[src/rtl/mem_arbiter_rr.sv]
// mem_arbiter_rr: N-port round-robin arbiter in front of a single-ported synchronous memory
// with 1-cycle read latency. One port is granted per cycle, the other requesters see mem_busy,
// and a registered one-hot rvalid tells which port owns the memory read data in the next cycle.
// Optional build macro MEM_ARB_BURST_EN lets the last winner keep the grant for up to MAXBURST
// consecutive cycles while it keeps requesting.
module mem_arbiter_rr #(
  parameter int unsigned NPORTS    = 3,
  parameter int unsigned PORTW     = 32,
  parameter int unsigned ADDRWIDTH = 15,
  parameter int unsigned MAXBURST  = 4
) (
  input  logic                        clk,
  input  logic                        rstx,
  input  logic [NPORTS*PORTW-1:0]     d_in,
  input  logic [NPORTS*ADDRWIDTH-1:0] addr_in,
  input  logic [NPORTS-1:0]           en_in_x,
  input  logic [NPORTS-1:0]           wr_in_x,
  input  logic [NPORTS*PORTW-1:0]     bit_wr_in_x,
  output logic [PORTW-1:0]            d,
  output logic [ADDRWIDTH-1:0]        addr,
  output logic                        en_x,
  output logic                        wr_x,
  output logic [PORTW-1:0]            bit_wr_x,
  output logic [NPORTS-1:0]           mem_busy,
  output logic [NPORTS-1:0]           rvalid
);

  localparam int unsigned PtrW = (NPORTS > 1) ? $clog2(NPORTS) : 1;

  // Round-robin state
  logic [PtrW-1:0]   ptr_q, ptr_d;
  logic [NPORTS-1:0] rvalid_q, rvalid_d;

  // Request / winner
  logic [NPORTS-1:0] req;
  logic              grant;
  logic [PtrW-1:0]   win;
  logic [NPORTS-1:0] win_oh;
  logic              found_hi;
  logic [PtrW-1:0]   win_hi;
  logic              found_lo;
  logic [PtrW-1:0]   win_lo;

  // Selected port's fields
  logic [PtrW-1:0]      sel;
  logic [PORTW-1:0]     d_sel;
  logic [ADDRWIDTH-1:0] addr_sel;
  logic                 wr_sel;
  logic [PORTW-1:0]     bw_sel;

`ifdef MEM_ARB_BURST_EN
  logic [7:0]      hold_cnt_q, hold_cnt_d;
  logic [7:0]      cnt_bump;
  logic [PtrW-1:0] hold_port_q, hold_port_d;
  logic            hold_req;
  logic            hold_active;
`else
  // MAXBURST only matters when the hold logic is built in
  logic [31:0] unused_maxburst;
  assign unused_maxburst = MAXBURST;
`endif

  // While in reset the arbiter looks idle to the memory and to the requesters
  assign req = rstx ? ~en_in_x : '0;

`ifdef MEM_ARB_BURST_EN
  // Burst hold: does the current holder still request and has it grants left?
  always_comb begin
    hold_req = 1'b0;
    for (int i = 0; i < int'(NPORTS); i++) begin
      if (PtrW'(i) == hold_port_q) hold_req = req[i];
    end
    hold_active = hold_req && (hold_cnt_q != 8'd0) && (32'(hold_cnt_q) < MAXBURST);
  end
`endif

  // Winner: first requester at or above ptr, otherwise first requester from index 0
  always_comb begin
    found_hi = 1'b0;
    win_hi   = '0;
    found_lo = 1'b0;
    win_lo   = '0;
    for (int i = 0; i < int'(NPORTS); i++) begin
      if (!found_hi && req[i] && (PtrW'(i) >= ptr_q)) begin
        found_hi = 1'b1;
        win_hi   = PtrW'(i);
      end
    end
    for (int i = 0; i < int'(NPORTS); i++) begin
      if (!found_lo && req[i]) begin
        found_lo = 1'b1;
        win_lo   = PtrW'(i);
      end
    end
    grant = found_lo;
    win   = found_hi ? win_hi : win_lo;
`ifdef MEM_ARB_BURST_EN
    if (hold_active) win = hold_port_q;
`endif
  end

  // One-hot winner vector; all zero when nobody is granted
  always_comb begin
    win_oh = '0;
    for (int i = 0; i < int'(NPORTS); i++) begin
      win_oh[i] = grant && (PtrW'(i) == win);
    end
  end

  // Field mux: winner's fields on a grant, port ptr's fields when idle
  always_comb begin
    sel      = grant ? win : ptr_q;
    d_sel    = '0;
    addr_sel = '0;
    wr_sel   = 1'b1;
    bw_sel   = '1;
    for (int i = 0; i < int'(NPORTS); i++) begin
      if (PtrW'(i) == sel) begin
        d_sel    = d_in[i*PORTW +: PORTW];
        addr_sel = addr_in[i*ADDRWIDTH +: ADDRWIDTH];
        wr_sel   = wr_in_x[i];
        bw_sel   = bit_wr_in_x[i*PORTW +: PORTW];
      end
    end
  end

  // Memory-side and requester-side outputs
  always_comb begin
    d        = d_sel;
    addr     = addr_sel;
    en_x     = ~grant;
    wr_x     = grant ? wr_sel : 1'b1;
    bit_wr_x = grant ? bw_sel : '1;
    mem_busy = req & ~win_oh;
    rvalid   = rvalid_q;
  end

  // Next state: pointer past the winner, read strobe for the granted port
  always_comb begin
    ptr_d = ptr_q;
    if (grant) begin
      ptr_d = (32'(win) == NPORTS - 1) ? '0 : win + 1'b1;
    end
    rvalid_d = (grant && wr_sel) ? win_oh : '0;
`ifdef MEM_ARB_BURST_EN
    // Count consecutive grants to the same port; zero means no hold in progress
    cnt_bump    = ((hold_cnt_q != 8'd0) && (win == hold_port_q)) ? hold_cnt_q + 8'd1 : 8'd1;
    hold_port_d = grant ? win : hold_port_q;
    if (!grant || (32'(cnt_bump) >= MAXBURST)) begin
      hold_cnt_d = 8'd0;
    end else begin
      hold_cnt_d = cnt_bump;
    end
`endif
  end

  // State registers
  always_ff @(posedge clk or negedge rstx) begin
    if (!rstx) begin
      ptr_q       <= '0;
      rvalid_q    <= '0;
`ifdef MEM_ARB_BURST_EN
      hold_cnt_q  <= 8'd0;
      hold_port_q <= '0;
`endif
    end else begin
      ptr_q       <= ptr_d;
      rvalid_q    <= rvalid_d;
`ifdef MEM_ARB_BURST_EN
      hold_cnt_q  <= hold_cnt_d;
      hold_port_q <= hold_port_d;
`endif
    end
  end

endmodule

[config.mk]
export PLATFORM = sky130hd
export DESIGN_NAME = mem_arbiter_rr
export DESIGN_NICKNAME = d
export VERILOG_FILES = /design/src/rtl/mem_arbiter_rr.sv
export SDC_FILE = /design/constraint.sdc
export NUM_CORES = 1
export LEC_CHECK = 0
export BUFFER_PORTS_ARGS = -buffer_cell sky130_fd_sc_hd__buf_2
export CAP_MARGIN = 30
export CORE_AREA = 5 5 126 128
export CTS_BUF_LIST = sky130_fd_sc_hd__clkbuf_4 sky130_fd_sc_hd__clkbuf_8 sky130_fd_sc_hd__clkbuf_16
export DETAILED_ROUTE_END_ITERATION = 8
export DIE_AREA = 0 0 131 133
export PLACE_DENSITY = 0.47
export SLEW_MARGIN = 0
export SYNTH_ARGS = -nofsm -noshare
export SYNTH_HDL_FRONTEND = slang
export SYNTH_SLANG_ARGS = --single-unit
[constraint.sdc]
create_clock -name clk -period 2.9 [get_ports clk]
set_input_delay 0.435 -clock clk [delete_from_list [all_inputs] [get_ports clk]]
set_output_delay 0.435 -clock clk [all_outputs]
set_load 0.05 [all_outputs]
==> impl_metrics.csv <==
group,metric,value,unit
floorplanning,chipWidth,131,um
setup_path,path_buf_inv,2,
sta,worst_pin_slew,0.411,ns
drt,vias,3422,
global_route,grt_max_degree,55,
floorplanning,initial_utilization,0.139,
sta,period_share,0.966,
sta,setup-tns-final,0,ns
drt,drc_errors,0,
floorplanning,dieArea,0.0174,sq mm
clocking,cts-root-buf,"clkbuf_16",
sta,relSlewSlack,0.726,
logic_synthesis,synth_cell_types,34,
placement,hpwlAfterDp,9900,um
power,p_leak,0.00214,uW
logic_synthesis,ys_seq_area_frac,0.0611,
sta,fmax,0.357,GHz
logic_synthesis,synth_top_cell_area_share,0.234,
clocking,clk_pin_slew,0.03,ns
sta,rsz0062_at_grt,"no",
setup_path,slowest_delay,0.47,ns
sta,period_needed,2.80,ns
logic_synthesis,synth_ff_type,"dfrtp_1",
sta,slew_violations,0,
clocking,clk_latency,0.22,ns
setup_path,required,2.47,ns
drt,drt_iter0_drc,128,
setup_path,endpoint_kind,"output pin",
clocking,holdBufCountCts,0,
global_route,grt_usage,0.118,
outcome,status,"complete, no violations",
setup_path,cp-start-kind,"flip-flop",
placement,io_buffers,331,
logic_synthesis,ys_top_cells_by_area,"mux2i_1, o2bb2ai_1, a221o_1",
setup_path,critPathArrivalTime,2.37,ns
sta,hold_viol,0,
sta,setup_viol,0,
drt,routedWlPerCell,15.4,um
cells_and_area,nets,811,
logic_synthesis,synthCells,252,
drt,dr.pass1.iters,4,
cells_and_area,syn_to_final_growth,99.4,%
clocking,cts_buffers,3,
power,ir_drop,0.140,mV
logic_synthesis,syn-cell-area,0.00205,sq mm
cells_and_area,diodes,0,
drt,antenna_left,0,
floorplanning,rows,45,
power,power_density,553,mW/mm^2
floorplanning,die_y,133,um
clocking,clock_sinks,5,
logic_synthesis,synth-seq-cells,5,
setup_path,crit_path_cell_trace,"nor2b_1, o21ai_1, o221ai_4, and2_2, buf_12, a221o_1, buf_2",
logic_synthesis,synth_edf_count,0,
power,p_total,2260,uW
cells_and_area,drive_above_1_share,0.632,
logic_synthesis,synth_area_leader_cell,"mux2i_1",
logic_synthesis,avgSynthCellArea,8.13,sq um
global_route,antenna_found_initial,0,
logic_synthesis,synthArstFlopShare,1.00,
global_route,grt_overflow,0,
cells_and_area,fin_util,0.277,
placement,finalWeightedCongestion,0.835,
setup_path,critical_path.slowest_cell,"dfrtp_1",
clocking,htree_num_levels,1,
global_route,grt_pass1_wl,17000,um
logic_synthesis,yosysWarnings,0,
worst_hold_path,hp-class,"input port to asynchronous set/reset pin",
logic_synthesis,syn_nets,497,
clocking,cts_tree,"done",
setup_path,worstSetupPathType,"flip-flop to output pin",
global_route,grt_pass1_vias,3588,
drt,wl,11600,um
floorplanning,core,0.0148,sq mm
floorplanning,ioPinCount,332,
setup_path,crit_family,"compound AO/OA/AOI/OAI gates",
clocking,cts_max_path_buffers,2,
setup_path,cp_max_fo,37,
drt,via_per_inst,4.54,
sta,clock_skew,0.000669,ns
run,drv_cap,0,
## routing by layer
| layer | track usage | vias up | wire, um |
|---|---|---|---|
| met1 | 0.119 | 1535 | 3910 |
| met5 | 0 | - | 0 |
| met2 | 0.239 | 214 | 6160 |
| met3 | 0.0214 | 14 | 1330 |
| met4 | 0.0326 | 0 | 193 |
| li1 | - | 1659 | - |
## sequential cells by signal, summed over array words and instances, names as in the netlist
| register | count |
|---|---|
| ptr_q | 2 |
| rvalid | 3 |
## area by class of cell
| cell class | instances | area [sq um] |
|---|---|---|
| fillers | 1582 | 10700 |
| repair buffers | 342 | 1830 |
| multi-input cells | 208 | 1790 |
| well taps | 188 | 235 |
| flip-flops and latches | 5 | 126 |
| clock buffers | 4 | 82.6 |
| inverters | 6 | 22.5 |
## logic make-up after synthesis
logic type,count (synthesis),synth area share
AND/OR/NAND/NOR,28,0.0690
AO/OA/AOI/OAI,132,0.543
multiplexers,48,0.234
buffers and inverters,39,0.0928
flip-flops,5,0.0611
## what timing repair did
| item | 4_1_cts | 5_1_grt |
|---|---|---|
| resized for setup | 1 | 5 |
| endpoints found under the setup margin | 35 | 7 |
| setup buffers | 1 | 0 |
| pin swaps | 1 | 0 |
## Yosys cell counts, types with 2 or more instances
cell,n
buf_2,14
mux2i_1,48
a221o_1,29
nor3b_1,2
a21oi_1,5
nand2_1,4
nor2_1,8
a211oi_1,3
o21a_1,29
clkbuf_1,14
a21boi_0,4
dfrtp_1,5
buf_6,3
nor2b_1,3
nand3_1,2
nor3_1,3
o21ai_0,6
inv_1,5
o2bb2ai_1,47
nand2b_1,4
## placed cells by master (no fill, tap or decap), drive strengths merged, types with 5 or more instances in the layout
| cell | count |
|---|---|
| a21oi | 5 |
| a221o | 29 |
| buf | 341 |
| clkbuf | 5 |
| dfrtp | 5 |
| inv | 6 |
| mux2i | 48 |
| nor2 | 8 |
| o21a | 29 |
| o21ai | 7 |
| o2bb2ai | 47 |
## metrics by stage
step	hold WS [ns]	worst slack, ns	cell area, sq um	std cells
finish	0.0398	0.0975	4090	753
global route	0.0411	0.00120	4090	753
CTS	0.0391	0.0949	4070	753
detailed placement	0.273	0.194	3980	748
global placement	0.278	0.211	3980	748
floorplan	0.139	0.106	2070	252
## report_power, final
| part | internal (uW) | switching [uW] | total (uW) |
|---|---|---|---|
| sequential | 78.5 | 13.4 | 91.9 |
| combinational | 592 | 1340 | 1940 |
| clock | 191 | 41.7 | 233 |
| total | 862 | 1400 | 2260 |
## worst paths after layout
check	cells after the start	from	slack (ns)	endpoint
worst min register to register	2	ptr_q[0]	0.77	ptr_q[0]
worst max register to register	6	ptr_q[0]	1.02	rvalid[0]
worst max-delay path	7	ptr_q[0]	0.1	bit_wr_x[4]
worst min-delay path	1	rstx	0.04	rvalid[2]
min in group clk	3	wr_in_x[1]	0.51	rvalid[1]
max in group asynchronous	2	rstx	2.52	ptr_q[1]
Note: power is estimated with default switching activity, not from simulation.
